[src/rtl/bike_bram_sweep_ctrl.sv]
// Purpose: walks a BIKE polynomial in block RAM one word per cycle (addresses 0..WORDS-1)
//          and delays a {valid, addr, last} tag so it lines up with the RAM data output.
// Latency: first read enable one cycle after start; each tag appears BRAM_LAT cycles after its read;
//          done pulses one cycle after the last tagged beat.
// Backpressure: none by default. With BIKE_SWEEP_PAUSE_EN defined, input pause stalls issue
//          in SWEEP (bubbles enter the tag line); beats already in flight still drain on schedule.
// Ports: clk, resetn (async active-low), start (sampled in IDLE only), busy, done (1-cycle pulse),
//        ren/raddr (BRAM read port), out_valid/out_addr/out_last (tags aligned with RAM data),
//        pause (only when BIKE_SWEEP_PAUSE_EN is defined).
module bike_bram_sweep_ctrl #(
  parameter int ADDR_W   = 5,
  parameter int WORDS    = 21,
  parameter int BRAM_LAT = 2
) (
  input  logic              clk,
  input  logic              resetn,
  input  logic              start,
`ifdef BIKE_SWEEP_PAUSE_EN
  input  logic              pause,
`endif
  output logic              busy,
  output logic              done,
  output logic              ren,
  output logic [ADDR_W-1:0] raddr,
  output logic              out_valid,
  output logic [ADDR_W-1:0] out_addr,
  output logic              out_last
);

  localparam logic [ADDR_W-1:0] LAST_ADDR = ADDR_W'(WORDS - 1);

  typedef enum logic [1:0] {S_IDLE, S_SWEEP, S_DRAIN, S_DONE} state_t;

  state_t            state_q, state_d;
  logic [ADDR_W-1:0] cnt_q;
  logic              hold;
  logic              issue;
  logic              issue_last;

  // Tag delay line; index BRAM_LAT-1 is the stage aligned with the RAM output.
  logic              vld_q [BRAM_LAT];
  logic [ADDR_W-1:0] adr_q [BRAM_LAT];
  logic              lst_q [BRAM_LAT];

`ifdef BIKE_SWEEP_PAUSE_EN
  assign hold = pause;
`else
  assign hold = 1'b0;
`endif

  // A read is issued on every SWEEP cycle that is not stalled.
  assign issue      = (state_q == S_SWEEP) && !hold;
  assign issue_last = issue && (cnt_q == LAST_ADDR);

  // State register
  always_ff @(posedge clk or negedge resetn) begin
    if (!resetn) state_q <= S_IDLE;
    else         state_q <= state_d;
  end

  // Next-state logic
  always_comb begin
    state_d = state_q;
    case (state_q)
      S_IDLE:  if (start)      state_d = S_SWEEP;
      S_SWEEP: if (issue_last) state_d = S_DRAIN;
      // The final tag carries last; leave once it reaches the output stage.
      S_DRAIN: if (out_last)   state_d = S_DONE;
      S_DONE:                  state_d = S_IDLE;
      default:                 state_d = S_IDLE;
    endcase
  end

  // Output logic
  always_comb begin
    busy  = (state_q == S_SWEEP) || (state_q == S_DRAIN);
    done  = (state_q == S_DONE);
    ren   = issue;
    // raddr follows the counter for the whole SWEEP state so it holds during a pause.
    raddr = (state_q == S_SWEEP) ? cnt_q : '0;
  end

  // Address counter: wraps to 0 after the last read so the next sweep starts clean.
  always_ff @(posedge clk or negedge resetn) begin
    if (!resetn) begin
      cnt_q <= '0;
    end else if (issue) begin
      cnt_q <= issue_last ? '0 : cnt_q + ADDR_W'(1);
    end
  end

  // Tag delay line. Idle and paused cycles shift in valid=0 bubbles.
  always_ff @(posedge clk or negedge resetn) begin
    if (!resetn) begin
      for (int i = 0; i < BRAM_LAT; i++) begin
        vld_q[i] <= 1'b0;
        adr_q[i] <= '0;
        lst_q[i] <= 1'b0;
      end
    end else begin
      vld_q[0] <= ren;
      adr_q[0] <= raddr;
      lst_q[0] <= issue_last;
      for (int i = 1; i < BRAM_LAT; i++) begin
        vld_q[i] <= vld_q[i-1];
        adr_q[i] <= adr_q[i-1];
        lst_q[i] <= lst_q[i-1];
      end
    end
  end

  assign out_valid = vld_q[BRAM_LAT-1];
  assign out_addr  = adr_q[BRAM_LAT-1];
  assign out_last  = lst_q[BRAM_LAT-1];

endmodule

[config.mk]
export PLATFORM = sky130hd
export DESIGN_NAME = bike_bram_sweep_ctrl
export DESIGN_NICKNAME = d
export VERILOG_FILES = /design/src/rtl/bike_bram_sweep_ctrl.sv
export SDC_FILE = /design/constraint.sdc
export NUM_CORES = 1
export LEC_CHECK = 0
export CAP_MARGIN = 40
export CORE_MARGIN = 2
export CORE_UTILIZATION = 45
export DETAILED_ROUTE_END_ITERATION = 6
export HOLD_SLACK_MARGIN = 0.15
export PLACE_DENSITY = 0.7
export RECOVER_POWER = 25
export REMOVE_ABC_BUFFERS = 1
export SLEW_MARGIN = 0
export SYNTH_ARGS = -nofsm -noshare
export SYNTH_HDL_FRONTEND = slang
export SYNTH_SLANG_ARGS = --single-unit
[constraint.sdc]
create_clock -name clk -period 3.2 [get_ports clk]
set_input_delay 0.8 -clock clk [delete_from_list [all_inputs] [get_ports clk]]
set_output_delay 0.8 -clock clk [all_outputs]
set_load 0.02 [all_outputs]
==> results.ini <==
[global_route]
grt_antenna_before_repair = 0
grt_pass1_vias = 471
grt_start_max_net_pins = 16
grt_pass1_wl_mm = 2.04
grt_overflow = 0
gr-usage-all-layers_pct = 13.6

[synth]
yosysUniqueCellTypes = 19
ys_seq_area_share_pct = 62.0
synth_seq_cells = 21
syn_inst = 65
synthesis.area_um2 = 847
syn_area_per_cell_um2 = 13.0
ys_warn_count = 0
synth_top_cell_by_area = dfrtp_1
yosys-top-cells-area = dfrtp_1 (62%), ha_1 (10%), buf_4 (4.4%)
synth_top_area_share_pct = 62.0

[route]
via_per_inst = 4.53
wl_mm = 1.19
first_iter_violations = 2
drtPass1Iterations = 4
drc = 0
vias = 480
wl_per_cell_um = 11.3
ant_nets = 0

[final_layout]
nFillCells = 144
final_util_pct = 60.1
finalNonFillerCells = 106
drive_above_1_share_pct = 8.64
design_area_um2 = 1050
n_antenna_cell = 0
multi_input_area_um2 = 258
layout.nets = 92
regArea_um2 = 526
synthToLayoutAreaGrowth_pct = 23.9

[clocking]
clockRootBuffer = clkbuf_4
tritoncts = built
cts-resized-gates = 0
postCtsHoldBufs = 0
clk_latency_ns = 0.29
cts_setup_buffers = 0
htreeDepth = 1
cts_buffer_depth = 2
cts.clk_slew.worst_paths_ns = 0.11
clock-sinks = 21
cts_buffers = 3

[hold_path]
hp-class = flip-flop to flip-flop
min_from = lst_q[1]

[floorplan]
die_y_um = 47.4
die-width_um = 47.4
initial_core_util_pct = 48.5
core-area_um2 = 1750
std_cell_rows = 15
io_pins = 18
dieArea_um2 = 2250

[timing]
rsz0062_at_grt = false
finalHoldViolations = 0
setup_tns_ns = 0
slew_violations = 0
worst-slew-pin-transition_ns = 0.490
post-route-min-period_ns = 2.87
setup_viol = 0
timing.final.crit_share_pct = 89.7
max-slew-margin-rel_pct = 67.3
finalClockSkew_ns = 0.00696
setup_ws_ns = 0.329
fmax_ghz = 0.348

[worst_setup_path]
arrival_ns = 2.07
path_cells = inv_1, ha_1, and2_1, clkdlybuf4s50_1
crit_slowest_cell = clkdlybuf4s50_1
cp-startpoint = state_q[1]
cp_data_required_time_ns = 2.40
cp-start-kind = flip-flop
slowest_delay_ns = 0.62
r2r_start = state_q[1]
cp_max_fo = 15
path_class = flip-flop to output pin
crit_path_end_kind = output pin

[outcome]
status = completed

[power_and_ir_drop]
ir_drop_uv = 488
cellPowerDensity_nw_per_um2 = 885
power.leakage_nw = 0.504

[placed_design]
placedCellCount = 102
gp_congestion = 0.760
hpwlAfterDp_um = 925
numPortBuffers = 17
dpl_worst_slack_ns = 0.664
post_dp_cell_area_um2 = 1020

[run]
drv_cap = 0

critical path, delay by kind of cell (launching register included):
| family | cells | cell delay [ns] |
|---|---|---|
| fa+ha+maj | 1 | 0.40 |
| buf+inv | 2 | 0.73 |
| flops | 1 | 0.43 |
| simple gates | 1 | 0.23 |
synth_stat cells (all sizes together):
library cell	n
a222oi	1
xor2	2
nand2	2
buf	5
mux2i	2
nand3	2
nand4	1
o21ai	3
dfrtp	21
inv	6
and4b	1
and2	5
nor2	3
ha	7
a22o	1
clkbuf	1
mux2	1
nand4b	1
logic make-up (layout without fill, tap and decap cells):
group | Yosys count | in the layout | synth area share (%)
compound gates | 5 | 5 | 3.99
xor+xnor | 2 | 2 | 2.07
fa+ha+maj | 7 | 7 | 10.3
buf+inv | 12 | 28 | 7.53
flops | 21 | 21 | 62.0
mux | 3 | 3 | 3.69
simple gates | 15 | 15 | 10.3
final timing paths:
path | to | slack [ns] | cells past startpoint
min | out_last | 0.36 | 0
max | raddr[4] | 0.33 | 4
min in group asynchronous | cnt_q[2] | 0.88 | 1
max reg2reg | state_q[1] | 1.45 | 4
min reg2reg | out_last | 0.36 | 0
max in group asynchronous | lst_q[1] | 1.88 | 2
metal layers:
layer  global-route usage [%]  wire (um)  vias to the layer above
met5                        0          0                        -
met4                     5.00          0                        0
met3                     3.46         60                        0
met2                     22.2        582                       13
met1                     17.4        549                      229
li1                         -          -                      238
cell usage in the layout, fill, tap and decap left out:
cell type,synthesis,final
nand4b_1,1,1
a22o_1,1,1
clkinv_2,0,1
xor2_1,2,2
mux2i_1,2,2
o21ai_0,3,3
and2_2,1,1
clkdlybuf4s50_1,0,16
dfrtp_1,21,21
clkbuf_4,0,3
ha_1,7,7
nand2_1,2,2
and4b_2,1,1
mux2_1,1,1
dlygate4sd3_1,0,1
nand3_1,2,2
nand4_1,1,1
and2_1,4,4
nor2_1,3,3
inv_1,6,6
a222oi_1,1,1
buf_8,0,1
power breakdown:
group          switching (mW)  internal (mW)  total (mW)
sequential             0.0546          0.346       0.401
clock                  0.0739         0.0465       0.120
combinational           0.215          0.192       0.407
total                   0.343          0.585       0.929
layout make-up:
class | instances | share of cell area [%]
Clock inverter | 1 | 0.477
Sequential cell | 21 | 50.1
Inverter | 6 | 2.15
Multi-Input combinational cell | 32 | 24.6
Clock buffer | 3 | 2.15
Tap cell | 25 | 2.98
Timing Repair Buffer | 18 | 17.6
per-stage QoR:
step                hold slack (ns)  power, mW
global route                  0.368       1.01
CTS                           0.361      0.943
detailed placement            0.335      0.819
global placement              0.332      0.810
floorplan                     0.331      0.651
finish                        0.357      0.929
flip-flops by register name, summed over array words and instances, names as in the netlist:
| name | count |
|---|---|
| out_last | 1 |
| vld_q | 1 |
| state_q | 2 |
| lst_q | 1 |
| out_addr | 5 |
| out_valid | 1 |
| adr_q | 5 |
| cnt_q | 5 |
Note: power is estimated with default switching activity, not from simulation.
